<file path="config.mk">
export PLATFORM = sky130hd
export DESIGN_NAME = bus_mux_encoded
export DESIGN_NICKNAME = d
export VERILOG_FILES = /design/src/rtl/bus_mux_encoded.sv
export SDC_FILE = /design/constraint.sdc
export NUM_CORES = 1
export LEC_CHECK = 0
export BUFFER_PORTS_ARGS = -buffer_cell sky130_fd_sc_hd__buf_2
export CAP_MARGIN = 10
export CORE_AREA = 10 10 428 430
export DETAILED_ROUTE_END_ITERATION = 10
export DIE_AREA = 0 0 438 440
export PLACE_DENSITY = 0.3
export SKIP_CTS_REPAIR_TIMING = 1
export SLEW_MARGIN = 20
export SYNTH_ARGS = -nofsm -noshare
export SYNTH_HDL_FRONTEND = slang
export SYNTH_SLANG_ARGS = --single-unit
</file>
<file path="constraint.sdc">
create_clock -name clk -period 2.7 [get_ports clk]
set_input_delay 0.135 -clock clk [delete_from_list [all_inputs] [get_ports clk]]
set_output_delay 0.135 -clock clk [all_outputs]
set_load 0.005 [all_outputs]
</file>
<file path="src/rtl/bus_mux_encoded.sv">
// Registered shared-bus multiplexer driven by one-hot source strobes.
// Ports: clk, clear (sync reset), src_data/src_out/conflict_ack in;
//        bus_contents/bus_valid/bus_sel/conflict/conflict_sticky/conflict_count out.
module bus_mux_encoded #(
  parameter int              WIDTH        = 32,
  parameter int              NUM_SRC      = 32,
  parameter bit              HOLD_ON_IDLE = 1'b1,
  parameter logic [WIDTH-1:0] IDLE_VAL    = '0,
  localparam int             SEL_W        = $clog2(NUM_SRC)
) (
  input  logic                     clk,
  input  logic                     clear,
  input  logic [NUM_SRC*WIDTH-1:0] src_data,
  input  logic [NUM_SRC-1:0]       src_out,
  input  logic                     conflict_ack,
  output logic [WIDTH-1:0]         bus_contents,
  output logic                     bus_valid,
  output logic [SEL_W-1:0]         bus_sel,
  output logic                     conflict,
  output logic                     conflict_sticky,
  output logic [7:0]               conflict_count
);

  logic [WIDTH-1:0] bus_d, bus_q;
  logic             valid_d, valid_q;
  logic [SEL_W-1:0] sel_d, sel_q;
  logic             conf_d, conf_q;
  logic             sticky_d, sticky_q;
  logic [7:0]       count_d, count_q;

  logic [SEL_W-1:0] win;
  logic [WIDTH-1:0] win_data;
  logic             any;
  logic             multi;

  // Scan high to low so the lowest set strobe is the last to write.
  always_comb begin
    win      = '0;
    win_data = '0;
    for (int i = NUM_SRC - 1; i >= 0; i--) begin
      if (src_out[i]) begin
        win      = SEL_W'(i);
        win_data = src_data[i*WIDTH +: WIDTH];
      end
    end
  end

  // x & (x-1) clears the lowest set bit; anything left means >= 2 strobes.
  always_comb begin
    any   = |src_out;
    multi = |(src_out & (src_out - NUM_SRC'(1)));
  end

  always_comb begin
    bus_d    = bus_q;
    valid_d  = 1'b0;
    sel_d    = sel_q;
    conf_d   = multi;
    sticky_d = sticky_q;
    count_d  = count_q;
    if (any) begin
      bus_d   = win_data;
      sel_d   = win;
      valid_d = 1'b1;
    end else if (!HOLD_ON_IDLE) begin
      bus_d = IDLE_VAL;
    end
    // Set beats ack when both land on the same cycle.
    if (multi) begin
      sticky_d = 1'b1;
    end else if (conflict_ack) begin
      sticky_d = 1'b0;
    end
    if (multi && count_q != 8'hFF) begin
      count_d = count_q + 8'd1;
    end
  end

  always_ff @(posedge clk) begin
    if (clear) begin
      bus_q    <= IDLE_VAL;
      valid_q  <= 1'b0;
      sel_q    <= '0;
      conf_q   <= 1'b0;
      sticky_q <= 1'b0;
      count_q  <= 8'd0;
    end else begin
      bus_q    <= bus_d;
      valid_q  <= valid_d;
      sel_q    <= sel_d;
      conf_q   <= conf_d;
      sticky_q <= sticky_d;
      count_q  <= count_d;
    end
  end

  assign bus_contents    = bus_q;
  assign bus_valid       = valid_q;
  assign bus_sel         = sel_q;
  assign conflict        = conf_q;
  assign conflict_sticky = sticky_q;
  assign conflict_count  = count_q;

endmodule

</file>
==> results by group <==
Outcome
  • Status: finished, final reports clean

Pwr
  • Internal power: 2.62 mW
  • Combinational power share: 0.662
  • VDD IR max: 0.000242 V
  • NetSw: 2.56 mW
  • Sw Ratio: 0.495
  • Leak pwr: 9.42 nW
  • Power per cell area: 232 nW/um2
  • Clock group share of total power: 0.183
  • Flop pwr share: 0.155
  • Power, Total: 5.18 mW

Timing
  • Final Hold Fails: 0
  • Setup_tns: 0 ns
  • Slew Limit Fails: 0
  • WHS: 0.0447 ns
  • Slew @ Worst Pin: 1.02 ns
  • Final Cycle Share: 0.977
  • Slew headroom: 0.308
  • Min cycle time layout: 2.64 ns
  • RSZ-0062 raised after global routing: false
  • # setup viols final: 0
  • Maximum clock frequency: 379 MHz
  • Skew final: 0.00396 ns
  • Setup ws final: 0.0608 ns

Final layout
  • Filler cells: 20.8k
  • Most common cell after layout, fill and taps aside: buf_2
  • Multi-input gate area: 9290 um2
  • Most frequent cells in the layout: buf_2, buf_4, a221oi_1
  • Area Overhead vs Synth: 99.7%
  • Fin nets: 3,926
  • Fraction of layout cells with a size suffix above 1: 0.529
  • Reg area: 961 um2
  • Final Non-Filler Cells: 5,259
  • Finished Cell Area: 22,300 um2
  • Final Util: 0.128

Critical path
  • Critical Path RT: 2.99 ns
  • FF-to-FF End: conflict_count[0]
  • Reg2reg path depth: 5
  • Worst setup EP type: register
  • Reg2reg setup slack: 0.97 ns
  • RR Startpoint: conflict_count[0]
  • Critical path type: in2reg
  • Crit path arrival time: 2.93 ns
  • Worst Path Max Fanout: 7
  • Startpoint types: primary input

Global routing
  • Vias in the first global route: 21.6k
  • First-pass GRT wire length: 235 mm
  • Grt ovf: 0
  • Total GRT Usage: 0.184
  • Largest net degree at the start of global routing: 55
  • Initial antenna violation count: 140

Detailed routing
  • Post-DRT Antenna Nets: 0
  • DR WL/cell: 36.1 um
  • DRC: 0
  • Iter 0 DRT Violations: 1,741
  • DR WL met2: 96.4 mm
  • Final wirelength: 190 mm
  • Metal-1 WL: 72.9 mm
  • Met3 WL: 15.8 mm
  • Top layer reached by signal wires: met5
  • Vias after detailed routing: 21.6k
  • Drt pass-1 iters: 5
  • Vias per std cell: 4.10

Yosys
  • Cells after Synth: 1,628
  • Syn Nets: 2,688
  • Share of the yosys chip area belonging to registers: 0.0859
  • Warnings from Yosys: 0
  • Yosys reg bits: 48
  • Unique masters post-synth: 62
  • Post-Syn Area per Cell: 6.87 um2
  • Post-synth ARST share: 0
  • Number of synthesized flops with an enable pin: 0
  • Synth Flop Type: dfxtp_1
  • Synthesized area: 11,200 um2

Placed design
  • DPL Wire Length: 171 mm
  • Port Buffer Count: 1,106
  • Placement Setup Slack: -0.733 ns
  • Gp weighted congestion: 0.950
  • Area after DPL: 21,900 um2
  • Placed Cells incl. Taps: 5,198

Floorplanning
  • Row count: 154
  • Die ar.: 193,000 um2
  • Initial cell density of the core: 0.0639
  • # IOs: 1,107
  • DIE HEIGHT: 440 um
  • Die width: 438 um
  • Core Footprint: 175,000 um2

Clocking
  • Clock buffer depth: 2
  • H-tree depth: 2
  • TritonCTS clock tree: built
  • Clock transition at path regs: 0.09 ns
  • CTS buffer count: 5
  • Clock root buffer: clkbuf_16
  • Clock tree sinks: 48
  • Clk_lat worst skew: 0.35 ns

Min path
  • Hold Path Origin: conflict_ack
  • WHS Path Cells: 3
  • Hold Crit Class: in2reg
  • Hold Crit Endpoint: conflict_sticky

Flow run
  • Max Cap Violations: 0
-- layout make-up --
cell class | instances | area share
antenna | 52 | 0.00582
timing repair buffer | 1434 | 0.380
multi-input combinational | 1279 | 0.416
tap | 2340 | 0.131
sequential | 48 | 0.0430
clock inverter | 3 | 0.00207
inverter | 98 | 0.0165
clock buffer | 5 | 0.00560
-- synth_stat cells (7+ instances only) --
| cell | instances | area, um2 |
|---|---|---|
| nor2_1 | 56 | 210 |
| or3_1 | 8 | 50.1 |
| a211o_1 | 26 | 228 |
| nand2_1 | 47 | 176 |
| a221oi_2 | 20 | 300 |
| o21bai_1 | 7 | 52.6 |
| nand4_1 | 13 | 81.3 |
| a22oi_1 | 44 | 330 |
| a211oi_1 | 8 | 60.1 |
| a221oi_1 | 187 | 1640 |
| nand3_1 | 64 | 320 |
| nor4_1 | 11 | 68.8 |
| o21ai_1 | 31 | 155 |
| o31ai_1 | 29 | 218 |
| buf_2 | 17 | 85.1 |
| o311ai_0 | 28 | 245 |
| nor2b_1 | 99 | 619 |
| inv_1 | 95 | 357 |
| dfxtp_1 | 48 | 961 |
| o2111ai_1 | 41 | 359 |
| o21ai_0 | 53 | 265 |
| o211ai_1 | 8 | 60.1 |
| a31oi_1 | 59 | 369 |
| buf_1 | 8 | 30.0 |
| o221ai_1 | 26 | 228 |
| nand2b_1 | 74 | 463 |
| nor3_1 | 67 | 335 |
| a221o_1 | 117 | 1170 |
| a21oi_1 | 91 | 455 |
| o22ai_1 | 10 | 62.6 |
| clkbuf_1 | 169 | 634 |
-- critical path: stages --
cell and delay [ns]:
buf_2 0.15, or2_4 0.26, or3_1 0.36, buf_6 0.18, buf_4 0.15, buf_4 0.14, a211o_1 0.26, a31oi_1 0.14
o221ai_1 0.19, a221oi_2 0.55, buf_4 0.24, o21ai_1 0.06, o21ai_0 0.09
-- cell families after synthesis --
kind of cell / Yosys count / share of synthesized area
and+or+nand+nor: 467 / 0.230
DFF: 48 / 0.0859
buffers and inverters: 301 / 0.108
adders and majority gates: 1 / 0.00112
muxes: 2 / 0.00224
AOI/OAI and AO/OA: 809 / 0.573
-- power by group through the flow --
| stage | Combinational, mW | Sequential [mW] | Clock (mW) |
|---|---|---|---|
| 2_1_floorplan | 1.06 | 0.795 | 0 |
| 3_3_place_gp | 3.44 | 0.827 | 0 |
| 3_5_place_dp | 3.44 | 0.827 | 0 |
| 4_1_cts | 3.45 | 0.811 | 1.06 |
| 5_1_grt | 3.62 | 0.811 | 1.03 |
| 6_report | 3.43 | 0.803 | 0.948 |
-- worst max path at each step --
stage          cells past startpoint                end         from
2_1_floorplan                      9  conflict_count[0]   src_out[7]
3_3_place_gp                      11   bus_contents[30]  src_out[30]
3_5_place_dp                      13    bus_contents[3]  src_out[21]
4_1_cts                           13    bus_contents[3]  src_out[21]
5_1_grt                           14   bus_contents[20]  src_out[21]
6_report                          13   bus_contents[16]  src_out[21]
-- flip-flops by register name, indices dropped and copies added, names as in the netlist --
signal           count
conflict_count       8
conflict_sticky      1
bus_contents        32
conflict             1
bus_sel              5
bus_valid            1
-- layer usage --
metal,GRT usage,up-vias
met1,0.214,10800
met4,0.0339,80
met3,0.0535,242
met2,0.334,1212
met5,0,-
li1,-,9246
(Power assumes the default switching activity.)
